<file path="config.mk">
export PLATFORM = sky130hd
export DESIGN_NAME = memoria_param_flat
export DESIGN_NICKNAME = d
export VERILOG_FILES = /design/src/rtl/memoria_param_if.sv /design/src/rtl/memoria_param.sv /design/src/flat_wrapper.sv
export SDC_FILE = /design/constraint.sdc
export NUM_CORES = 1
export LEC_CHECK = 0
export ABC_AREA = 1
export BUFFER_PORTS_ARGS = -buffer_cell sky130_fd_sc_hd__buf_2
export CAP_MARGIN = 20
export CORE_MARGIN = 3
export CORE_UTILIZATION = 40
export DETAILED_ROUTE_END_ITERATION = 12
export PLACE_DENSITY = 0.57
export SETUP_SLACK_MARGIN = 0.3
export SYNTH_ARGS = -nofsm -noshare
export SYNTH_HDL_FRONTEND = slang
export SYNTH_SLANG_ARGS = --single-unit
</file>
<file path="constraint.sdc">
create_clock -name clk -period 3.15 [get_ports clk]
set_input_delay 0.4725 -clock clk [delete_from_list [all_inputs] [get_ports clk]]
set_output_delay 0.4725 -clock clk [all_outputs]
set_load 0.01 [all_outputs]
</file>
<file path="src/rtl/memoria_param_if.sv">
// Request/response bundle between the datapath and memoria_param.
// The master drives requests; the slave returns read data, the valid strobe and busy.
interface memoria_param_if #(
    parameter int DATA_W = 14,
    parameter int ADDR_W = 5,
    parameter int LANES  = 2
);
    logic              en;
    logic              wr;
    logic [LANES-1:0]  wmask;
    logic [ADDR_W-1:0] address;
    logic [DATA_W-1:0] datain;
    logic [DATA_W-1:0] dataout;
    logic              dvalid;
    logic              busy;

    modport master (
        output en, wr, wmask, address, datain,
        input  dataout, dvalid, busy
    );

    modport slave (
        input  en, wr, wmask, address, datain,
        output dataout, dvalid, busy
    );
endinterface

</file>
<file path="src/rtl/memoria_param.sv">
// Parametrised single-port RAM with lane write mask and post-reset clear; response after RD_LAT cycles.
// No backpressure: one request per cycle while ready, requests dropped while busy (clearing).
module memoria_param #(
    parameter int DATA_W       = 14,
    parameter int ADDR_W       = 5,
    parameter int DEPTH        = 32,
    parameter int LANE_W       = 7,
    parameter int RD_LAT       = 1,
    parameter int RDW_MODE     = 0,
    parameter int CLEAR_ON_RST = 1,
    parameter     INIT_FILE    = "memoria.txt"
) (
    input  logic            clk,
    input  logic            rst,
    memoria_param_if.slave  bus
);
    localparam int                LANES   = DATA_W / LANE_W;
    localparam logic [ADDR_W-1:0] LAST    = ADDR_W'(DEPTH - 1);
    localparam logic [ADDR_W:0]   DEPTH_W = (ADDR_W + 1)'(DEPTH);

    typedef enum logic {CLEAR, READY} state_t;

    state_t            state;
    logic [ADDR_W-1:0] cnt;
    logic              busy_q;
    logic              dvalid_q;
    logic [DATA_W-1:0] dataout_q;
    logic              s1_vld;
    logic [DATA_W-1:0] s1_dat;

    logic [DATA_W-1:0] mem [DEPTH];

    logic              accept;
    logic              in_range;
    logic [DATA_W-1:0] old_word;
    logic [DATA_W-1:0] new_word;
    logic [DATA_W-1:0] resp;

    // Out-of-range addresses read as zero and never touch the array.
    always_comb begin
        accept   = bus.en && !busy_q;
        in_range = {1'b0, bus.address} < DEPTH_W;
        old_word = in_range ? mem[bus.address] : '0;
        new_word = old_word;
        for (int i = 0; i < LANES; i++) begin
            if (bus.wmask[i]) begin
                new_word[i*LANE_W +: LANE_W] = bus.datain[i*LANE_W +: LANE_W];
            end
        end
        resp = old_word;
        if (bus.wr && (RDW_MODE != 0) && in_range) begin
            resp = new_word;
        end
    end

    always_ff @(posedge clk) begin
        if (!rst) begin
            if (state == CLEAR) begin
                mem[cnt] <= '0;
            end else if (accept && bus.wr && in_range) begin
                mem[bus.address] <= new_word;
            end
        end
    end

    always_ff @(posedge clk) begin
        if (rst) begin
            dataout_q <= '0;
            dvalid_q  <= 1'b0;
            s1_dat    <= '0;
            s1_vld    <= 1'b0;
            cnt       <= '0;
            if (CLEAR_ON_RST != 0) begin
                state  <= CLEAR;
                busy_q <= 1'b1;
            end else begin
                state  <= READY;
                busy_q <= 1'b0;
            end
        end else begin
            s1_vld <= accept;
            if (accept) begin
                s1_dat <= resp;
            end
            // Second latency stage drains s1; single-stage variant bypasses it.
            if (RD_LAT == 2) begin
                dvalid_q <= s1_vld;
                if (s1_vld) begin
                    dataout_q <= s1_dat;
                end
            end else begin
                dvalid_q <= accept;
                if (accept) begin
                    dataout_q <= resp;
                end
            end
            case (state)
                CLEAR: begin
                    cnt <= cnt + ADDR_W'(1);
                    if (cnt == LAST) begin
                        state  <= READY;
                        busy_q <= 1'b0;
                    end
                end
                default: begin
                    state  <= READY;
                    busy_q <= 1'b0;
                end
            endcase
        end
    end

    assign bus.dataout = dataout_q;
    assign bus.dvalid  = dvalid_q;
    assign bus.busy    = busy_q;
endmodule

</file>
<file path="src/flat_wrapper.sv">
// flat-port wrapper written by rule: the top's interface ports become plain ports
module memoria_param_flat 
#(
    parameter int DATA_W       = 14,
    parameter int ADDR_W       = 5,
    parameter int DEPTH        = 32,
    parameter int LANE_W       = 7,
    parameter int RD_LAT       = 1,
    parameter int RDW_MODE     = 0,
    parameter int CLEAR_ON_RST = 1,
    parameter     INIT_FILE    = "           "
)
  (clk, rst, bus_en, bus_wr, bus_wmask, bus_address, bus_datain, bus_dataout, bus_dvalid, bus_busy);
  memoria_param_if #(.DATA_W(DATA_W), .ADDR_W(ADDR_W), .LANES(2)) bus_i ();
  input  logic clk;
  input  logic rst;
  input wire logic [$bits(bus_i.en)-1:0] bus_en;
  input wire logic [$bits(bus_i.wr)-1:0] bus_wr;
  input wire logic [$bits(bus_i.wmask)-1:0] bus_wmask;
  input wire logic [$bits(bus_i.address)-1:0] bus_address;
  input wire logic [$bits(bus_i.datain)-1:0] bus_datain;
  output wire logic [$bits(bus_i.dataout)-1:0] bus_dataout;
  output wire logic [$bits(bus_i.dvalid)-1:0] bus_dvalid;
  output wire logic [$bits(bus_i.busy)-1:0] bus_busy;
  assign bus_i.en = bus_en;
  assign bus_i.wr = bus_wr;
  assign bus_i.wmask = bus_wmask;
  assign bus_i.address = bus_address;
  assign bus_i.datain = bus_datain;
  assign bus_dataout = bus_i.dataout;
  assign bus_dvalid = bus_i.dvalid;
  assign bus_busy = bus_i.busy;
  memoria_param #(.DATA_W(DATA_W), .ADDR_W(ADDR_W), .DEPTH(DEPTH), .LANE_W(LANE_W), .RD_LAT(RD_LAT), .RDW_MODE(RDW_MODE), .CLEAR_ON_RST(CLEAR_ON_RST), .INIT_FILE(INIT_FILE)) u_core (.clk(clk), .rst(rst), .bus(bus_i));
endmodule
</file>
* Yosys cells after proc, flatten, opt, wreduce, memory -nomap -nowiden
Memory sizes are Yosys's and may differ from the RTL's.
Index checks and enable logic that the tools add are counted.
** Word-level totals
- Bits in registers :: 22
- Memory bits (writable) :: 448
- Bits of input ports :: 25
- Output and inout port bits :: 16
- Memories :: 1
** Cells by class
- $add $sub $neg :: 1
- Eq/ne operators :: 1
- Multiplexer cells :: 16
- Reduce and logical (&&, ||, !) cells :: 5
** Memory list
- u_core.mem :: depth 32, width 14, read ports 1, clocked after memory_dff 0, write ports 1, line memoria_param.sv:31 : logic [DATA_W-1:0] mem [DEPTH];
** Operators with widths (number)
- 2-to-1 mux 14 bit :: 1
- 2-to-1 mux 7 bit :: 2
- OR reduction 14 bit :: 1
- 2-to-1 mux 1 bit :: 12
- adder 5 x 1 -> 5 bit (second input constant) :: 1
- == test 5 bit (second input constant) :: 1
- 2-to-1 mux 5 bit :: 1
- logical AND 1 bit :: 2
- nonzero test 2 bit :: 1
- logical NOT 1 bit :: 1

* Longest topological paths before layout
Gate-level depths: netlist (run 1).
- Depth in word-level cells :: 9
- Mapped depth :: 12

* Worst setup path before layout (run 1)
Ideal clock, no wire load.
- Kind :: input to register
- From :: input bus_address[0]
- To :: memory u_core.mem[0][3], data pin
- Library setup time :: 0.377 ns
- Data arrival time :: 2.335 ns
- Data required time :: 2.773 ns
- Slack :: 0.438 ns
- Stages on the path :: 12
- Path through :: buf_4 clkinv_2 buf_4 buf_2 nand2_1 nand3_1 nand3_1 nand2_1 nand2_1 nand3_1 nand2_1 a21oi_1
** Between the ends
- Cells in the longest elaborated chain, start to end :: 3
** Ends and longest elaborated chain
- start, declared :: line flat_wrapper.sv:20 : input wire logic [$bits(bus_i.address)-1:0] bus_address;
- memory read (32 x 14 bit)
- 2-to-1 mux 7 bit :: line memoria_param.sv:46 : if (bus.wmask[i]) begin
- 2-to-1 mux 14 bit (no source line)
- end, declared :: line memoria_param.sv:31
Every way passes these cells.

* Worst setup path in the final report (run 1)
- From :: register u_core.busy_q (netlist: u_core.bus.busy)
- To :: memory u_core.mem[7][12], enable pin
** Between the ends
- Cells in the longest elaborated chain, start to end :: 9
- Elaborated cells on any way between the ends :: 10
- Those cells by class :: 6 x mux; 4 x reduce/logical
** Ends and longest elaborated chain
- start, declared :: line memoria_param.sv:25 : logic busy_q;
- start signal, assigned :: line memoria_param.sv:75 : busy_q <= 1'b1;
- start signal, assigned :: line memoria_param.sv:78 : busy_q <= 1'b0;
- start signal, assigned :: line memoria_param.sv:102 : busy_q <= 1'b0;
- logical NOT 1 bit * :: line memoria_param.sv:41 : accept = bus.en && !busy_q;
- logical AND 1 bit * :: line memoria_param.sv:41
- logical AND 1 bit * :: line memoria_param.sv:60 : end else if (accept && bus.wr && in_range) begin
- 2-to-1 mux 1 bit * :: line memoria_param.sv:60
- 2-to-1 mux 1 bit * :: line memoria_param.sv:58 : if (state == CLEAR) begin
- 2-to-1 mux 1 bit * :: line memoria_param.sv:57 : if (!rst) begin
- 2-to-1 mux 1 bit (implied by the code) * :: line memoria_param.sv:61 : mem[bus.address] <= new_word;
- OR reduction 14 bit (no source line)
- 2-to-1 mux 5 bit (no source line) / 2-to-1 mux 1 bit (equally long branches)
Mark *: on every way between the ends. The rest lies on a longest branch, timed or not.

==> results of run 1 <==
## kinds of logic after synthesis
| kind of cell | synth area share |
|---|---|
| DFF | 0.727 |
| and+or+nand+nor | 0.224 |
| adders and majority gates | 0.00131 |
| buffers and inverters | 0.0291 |
| AOI/OAI and AO/OA | 0.0185 |
## final cells by class
cell class / instances / share of cell area
antenna: 1 / 0.000112
clock buffer: 63 / 0.0603
clock inverter: 29 / 0.0121
inverter: 22 / 0.00402
multi-input combinational: 1078 / 0.211
sequential: 470 / 0.620
tap: 607 / 0.0339
timing repair buffer: 153 / 0.0584
## synth_stat cells (all sizes together)
cell,instances
nand2,588
edfxtp,448
nand3,369
buf,68
nor2,43
o21ai,37
clkbuf,35
a21oi,31
dfxtp,22
inv,20
nor3,4
clkinv,2
ha,2
a31oi,1
nand4,1
nor3b,1
or2,1
## layer usage
metal | GRT usage | vias to the layer above | wire [um]
li1 | - | 6066 | -
met4 | 0.0664 | 0 | 1390
met5 | 0 | - | 0
met2 | 0.328 | 544 | 24400
met3 | 0.0288 | 92 | 4010
met1 | 0.316 | 6429 | 23700
## final timing paths
| kind | endpoint | depth (start not counted) | slack [ns] | from |
|---|---|---|---|---|
| worst min register to register | u_core.cnt[4] | 2 | 0.49 | u_core.cnt[4] |
| worst max register to register | u_core.mem[7][12] | 9 | 0.78 | u_core.bus.busy |
| worst min-delay path | u_core.bus.dvalid | 2 | 0.21 | rst |
| worst max-delay path | u_core.mem[7][12] | 9 | 0.78 | u_core.bus.busy |
## flip-flops by register name, indices dropped and copies added, names as in the netlist
signal / cells
u_core.state: 1
u_core.bus.dataout: 14
u_core.bus.busy: 1
u_core.mem: 448
u_core.bus.dvalid: 1
u_core.cnt: 5
## power by group through the flow
stage	combinational [W]	sequential, W	clock (W)
6_report	0.000814	0.00680	0.00582
5_1_grt	0.000893	0.00680	0.00616
4_1_cts	0.000811	0.00680	0.00591
3_5_place_dp	0.000807	0.00693	0
3_3_place_gp	0.000807	0.00693	0
2_1_floorplan	0.000481	0.00693	0
## critical path, cell delays in order, from the launching register on
cell     delay, ns
dfxtp_1       0.33
or2_4         0.27
nor2_4        0.11
nand3_4       0.17
nand2_1       0.10
o21ai_1       0.12
inv_1         0.12
nand3_2       0.27
nor2_1        0.27
buf_4         0.28
## stage by stage
step                 util  setup slack [ns]  area, um^2  cells
floorplan               -             0.438       19100   1673
global placement    0.443             0.277       20800   2330
detailed placement  0.443             0.241       20800   2330
CTS                 0.478             0.815       22400   2422
global route        0.478             0.607       22400   2422
finish              0.478             0.779       22400   2423
==> flow_summary.toml, run 1 <==
[place]
gp_congestion = 0.867
port-buffer-count = 40
dp_hpwl_um = 33200

[synth]
ys_seq_elements = 470
synth_area_leaders = "edfxtp_1 70%, nand2_1 12%, nand3_1 9.6%"
netlist_area_mm2 = 0.0191
avgSynthCellArea_um2 = 11.4
synth_cells = 1673
synth_top_area_frac = 0.704
syn_nets = 1700
seq_area_frac_synth = 0.727
synth_top_area_cell = "edfxtp_1"
yosysWarnings = 0
ys_types = 28

[clock_tree]
cts.root.buffer_cell = "clkbuf_16"
cts_tree = "done"
cts_setup_buffers = 0
h-tree-depth = 2
ctsResizeCount = 0
cts_max_path_buffers = 3
clock_latency_ns = 0.59
cts_hold_buf = 0
numCtsBuffers = 49
cts_sinks = 470
clkTransAtPathRegs_ns = 0.06

[detailed_routing]
viasPerCell = 5.42
drc = 0
firstDrtPassIters = 6
drt_wl_total_um = 53400
num_vias = 13100
drt_iter0_drc = 1491
antenna_left = 0
routedWlPerCell_um = 22.1

[timing]
whs_ns = 0.207
setup_tns_ns = 0
drv_slew = 0
rsz0062_at_grt = "no"
finalSetupViolations = 0
fin_crit_ns = 2.37
final.period_utilization = 0.753
hold_violations = 0
clock_skew_ns = 0.0173
fmax_mhz = 422
tightest_slew_ns = 0.750
relSlewSlack = 0.497

[die]
start_util = 0.408
die_h_um = 225
io_pins = 41
core_area_mm2 = 0.0469
die_w_um = 225
placementRows = 79
dieArea_mm2 = 0.0505

[cells_and_area]
final_cell_mix = "588 x nand2_1, 448 x edfxtp_1, 366 x nand3_1"
final.fill_count = 4355
regArea_mm2 = 0.0139
mostFrequentLayoutCell = "nand2_1"
layout.nets = 1801
multi_input_area_mm2 = 0.00472
syn2layout_area_growth_pct = 17.1
layout-drive-gt1-share = 0.144

[critical_path]
crit_type = "flip-flop to flip-flop"
cp_max_fo = 14
crit_required_ns = 3.42
start_kind = "flip-flop"
end_kind = "flip-flop"
arrival_ns = 2.64

[min_path]
holdCritPathClass = "input port to flip-flop"

[run]
maxCapViolations = 0

[grt]
grt_pass1_vias = 12700
grt_max_degree = 55
antenna_found_initial = 1
globalRouteOverflowTotal = 0
track_usage = 0.213
grt_pass1_wl_um = 80600

[pwr]
finalPower_w = 0.0134
clkPwrFrac = 0.433
p_seq_frac = 0.506
p_int_w = 0.0104
p_sw_w = 0.00303
p_per_area_mw_per_mm2 = 600
power_frac_comb = 0.061
swShare = 0.225
p_leak_nw = 8.14
peakVddDrop_v = 0.000447

[outcome]
status = "finished clean"
Power figures use the tool's default switching activity.
==> run 2, diff against run 1 <==
Settings changed: PLACE_DENSITY 0.57 to 0.59.
Clock period 3.15 ns to 2.1 ns, I/O delays scaled along.
==> flow_summary.toml, run 2 (same netlist as run 1, synthesis figures left out) <==
[outcome]
status = "finished with violations"
violations = "negative setup slack"

[cells_and_area]
multi_input_area_mm2 = 0.00524
mostFrequentLayoutCell = "nand2_1"
n_antenna_cell = 0
regArea_mm2 = 0.0139
final.fill_count = 4041
largest_reg_flops = 448
syn2layout_area_growth_pct = 26.5
design_area_mm2 = 0.0242
final_cell_mix = "578 x nand2_1, 448 x edfxtp_1, 364 x nand3_1"
layout.nets = 1868
layout-drive-gt1-share = 0.196
regMostFlops = "u_core.mem"

[min_path]
hp-start = "rst"
whs_endpoint = "u_core.cnt[3]"
holdCritPathClass = "input port to flip-flop"
holdPathStages = 3

[critical_path]
crit_type = "flip-flop to flip-flop"
cp_max_fo = 8
reg2regPathDepth = 9
worstReg2RegEnd = "u_core.mem[24][12]"
start_kind = "flip-flop"
r2r_slack_ns = -0.05
end_kind = "flip-flop"
crit_required_ns = 2.37
arrival_ns = 2.42
r2r_start = "u_core.bus.busy"

[clock_tree]
cts_sinks = 470
cts_tree = "done"
cts.root.buffer_cell = "clkbuf_16"
cts_max_path_buffers = 3
clock_latency_ns = 0.56
clkTransAtPathRegs_ns = 0.06
numCtsBuffers = 47
h-tree-depth = 2

[die]
placementRows = 79
core_area_mm2 = 0.0469
dieArea_mm2 = 0.0505
io_pins = 41
die_h_um = 225
die_w_um = 225
start_util = 0.408

[grt]
globalRouteOverflowTotal = 0
grt_pass1_vias = 12900
track_usage = 0.205
grt_max_degree = 50
grt_pass1_wl_um = 78200
antenna_found_initial = 1

[timing]
rsz0062_at_grt = "yes"
fin_crit_ns = 2.15
fmax_mhz = 464
final.period_utilization = 1.03
drv_slew = 0
relSlewSlack = 0.609
finalSetupViolations = 35
tightest_slew_ns = 0.582
clock_skew_ns = 0.0208
whs_ns = 0.137
hold_violations = 0
finalWorstSetupSlack_ns = -0.0545

[detailed_routing]
drc = 0
firstDrtPassIters = 5
num_vias = 13300
antenna_left = 0
viasPerCell = 5.36
drt_iter0_drc = 1356
routedWlPerCell_um = 21.1
drt_wl_total_um = 52300

[pwr]
finalPower_w = 0.0202
p_leak_nw = 8.72
p_per_area_mw_per_mm2 = 835
peakVddDrop_v = 0.000770

[place]
dpl-instance-area_mm2 = 0.0224
gp_congestion = 0.834
dp_hpwl_um = 33100
port-buffer-count = 40

[run]
maxCapViolations = 0
## run 2: report_power, final
group,internal [W],switching (W)
combinational,0.000501,0.000929
sequential,0.0102,0.0000203
clock,0.00508,0.00348
## run 2: area by class of cell
| class | instances | area share |
|---|---|---|
| clock buffers | 62 | 0.0535 |
| clock inverters | 23 | 0.0114 |
| inverters | 22 | 0.00409 |
| multi-input cells | 1079 | 0.217 |
| flip-flops and latches | 470 | 0.575 |
| well taps | 607 | 0.0314 |
| repair buffers | 221 | 0.108 |
## run 2: timing repair
action | CTS | global route
cloned | 1 | 3
setup endpoints to repair | 896 | 896
gates resized for setup | 21 | 2
buffers inserted | 1 | 1
pin swaps | 3 | 5
hold endpoints to repair | 1 | 1
## run 2: worst max path at each step
stage	slack, ns	depth (start not counted)	startpoint	to
final	-0.05	9	u_core.bus.busy	u_core.mem[24][12]
after detailed placement	-0.21	12	bus_en	u_core.mem[10][2]
after floorplan	0.01	9	u_core.bus.busy	u_core.mem[11][0]
after CTS	-0.003	9	u_core.bus.busy	u_core.mem[22][13]
after global routing	-0.15	9	u_core.bus.busy	u_core.mem[24][12]
after global placement	-0.21	12	bus_en	u_core.mem[10][4]
## run 2: critical path, stage by stage (launching register included)
cell and delay [ns]:
dfxtp_2 0.32, or2_4 0.25, nor2_4 0.16, nand3_4 0.17, o21ai_4 0.18, buf_6 0.14, nand3_4 0.07, buf_12 0.18
nor2_4 0.19, clkbuf_16 0.19
## run 2: routing by layer
metal / up-vias / global-route usage / wire length (um)
li1: 6198 / - / -
met4: 0 / 0.0521 / 1250
met5: - / 0 / 0
met2: 522 / 0.326 / 24400
met3: 81 / 0.0288 / 3630
met1: 6509 / 0.298 / 23000
## run 2: per-stage QoR
stage	std cells	setup WS, ns	TNS (ns)	utilization
5_1_grt	2484	-0.145	-36.96	0.516
2_1_floorplan	1673	0.0129	0	-
4_1_cts	2479	-0.00301	-0.00787	0.514
6_report	2484	-0.0545	-0.977	0.516
3_3_place_gp	2392	-0.209	-132.93	0.478
3_5_place_dp	2392	-0.214	-141.58	0.478
==> run 3, diff against run 2 <==
Settings changed: SKIP_CTS_REPAIR_TIMING set to 1.
==> flow_summary.toml, run 3 (same netlist as run 1, synthesis figures left out) <==
[detailed_routing]
drc = 0
routedWlPerCell_um = 21.0
drt_iter0_drc = 1318
drt_wl_total_um = 52400
viasPerCell = 5.32
firstDrtPassIters = 5
num_vias = 13300
antenna_left = 0

[critical_path]
crit_type = "flip-flop to flip-flop"
critPathMaxStageDelay_ns = 0.31
cp_num_buf_inv = 4
critical-path-top-delay-family = "simple AND/OR/NAND/NOR gates"
crit_required_ns = 2.36
reg2regPathDepth = 10
start_kind = "flip-flop"
end_kind = "flip-flop"
worstSetupPathDepth = 10
cp_cell_sequence = "or2_4, nor2_4, nand3_4, buf_4, o21ai_2, buf_6, nand3_4, buf_12, nor2_4, buf_12"
arrival_ns = 2.43
cp_max_fo = 14
slowest_stage = "dfxtp_1"

[timing]
hold_violations = 0
finalWorstSetupSlack_ns = -0.0703
finalSetupViolations = 291
fmax_mhz = 461
tightest_slew_ns = 0.603
setup_tns_ns = -12.05
clock_skew_ns = 0.0192
relSlewSlack = 0.595
rsz0062_at_grt = "yes"
final.period_utilization = 1.03
fin_crit_ns = 2.17
drv_slew = 0

[place]
port-buffer-count = 40
dp.cells = 2392
dpl-instance-area_mm2 = 0.0224
dp_hpwl_um = 33100
gp_congestion = 0.834

[outcome]
violations = "negative setup slack"
status = "finished with violations"

[die]
dieArea_mm2 = 0.0505
io_pins = 41
die_w_um = 225
die_h_um = 225
start_util = 0.408
core_area_mm2 = 0.0469
placementRows = 79

[cells_and_area]
regArea_mm2 = 0.0139
final_cell_mix = "578 x nand2_1, 448 x edfxtp_1, 364 x nand3_1"
multi_input_area_mm2 = 0.00521
regMostFlops = "u_core.mem"
mostFrequentLayoutCell = "nand2_1"
largest_reg_flops = 448
layout-drive-gt1-share = 0.198
fin_cells = 2490
n_antenna_cell = 0
layout.nets = 1874
syn2layout_area_growth_pct = 26.8
final.fill_count = 4037
design_area_mm2 = 0.0243

[grt]
busiest_layer = "met2"
grt_pass1_vias = 12800
globalRouteOverflowTotal = 0
grt_max_degree = 50
antenna_found_initial = 1
met3_usage = 0.0290
grt_use_met2 = 0.322
use_met1 = 0.298
grt_pass1_wl_um = 77800
track_usage = 0.204

[clock_tree]
cts_tree = "done"
cts_sinks = 470
numCtsBuffers = 47
h-tree-depth = 2
cts_max_path_buffers = 3
clock_latency_ns = 0.56
cts.root.buffer_cell = "clkbuf_16"
clkTransAtPathRegs_ns = 0.06

[pwr]
p_leak_nw = 8.75
finalPower_w = 0.0202
peakVddDrop_v = 0.000777
p_per_area_mw_per_mm2 = 832

[min_path]
holdCritPathClass = "input port to flip-flop"
holdPathStages = 3

[run]
maxCapViolations = 0
[run 3: cell types whose count changed in the layout (fill, tap and decap cells not counted), moves of 2 or more]
| cell | delta |
|---|---|
| buf_12 | +2 |
| buf_8 | +2 |
| o21ai_0 | -2 |
| o21ai_1 | +2 |
| nand2_2 | +2 |
[run 3: worst reg2reg max path: stages, from the launching register on]
cell and delay (ns):
dfxtp_1 0.31, or2_4 0.26, nor2_4 0.16, nand3_4 0.15, buf_4 0.17, o21ai_2 0.14
buf_6 0.14, nand3_4 0.07, buf_12 0.18, nor2_4 0.12, buf_12 0.17
[run 3: cell type report]
cell class              instances  share of cell area
clock inverters                23              0.0114
multi-input cells            1079               0.215
clock buffers                  62              0.0534
repair inverters                1            0.000206
well taps                     607              0.0313
flip-flops and latches        470               0.573
repair buffers                226               0.112
inverters                      22             0.00408
[run 3: per-stage QoR]
step / hold slack (ns) / utilization / setup slack, ns
2_1_floorplan: 0.448 / - / 0.0129
3_3_place_gp: 0.496 / 0.478 / -0.209
3_5_place_dp: 0.494 / 0.478 / -0.214
4_1_cts: -0.0464 / 0.512 / -0.0963
5_1_grt: 0.141 / 0.518 / -0.162
6_report: 0.139 / 0.518 / -0.0703
[run 3: per-layer routing]
| metal | part of all wire | vias up |
|---|---|---|
| met1 | 0.45 | 6517 |
| met2 | 0.46 | 430 |
| met3 | 0.061 | 88 |
| met5 | 0 | - |
| met4 | 0.025 | 0 |
| li1 | - | 6215 |
[run 3: power breakdown]
group | internal, W | leakage (nW) | switching, W
logic | 0.000498 | 4.43 | 0.000927
registers | 0.0102 | 3.56 | 0.0000206
clock network | 0.00508 | 0.762 | 0.00347
total | 0.0158 | 8.75 | 0.00442
[run 3: path summary, 6_finish.rpt]
| path | slack [ns] | startpoint | to |
|---|---|---|---|
| setup / recovery | -0.07 | u_core.bus.busy | u_core.mem[28][7] |
| hold / removal | 0.14 | rst | u_core.cnt[3] |
| setup reg to reg | -0.07 | u_core.bus.busy | u_core.mem[28][7] |
| hold reg to reg | 0.50 | u_core.cnt[4] | u_core.cnt[4] |
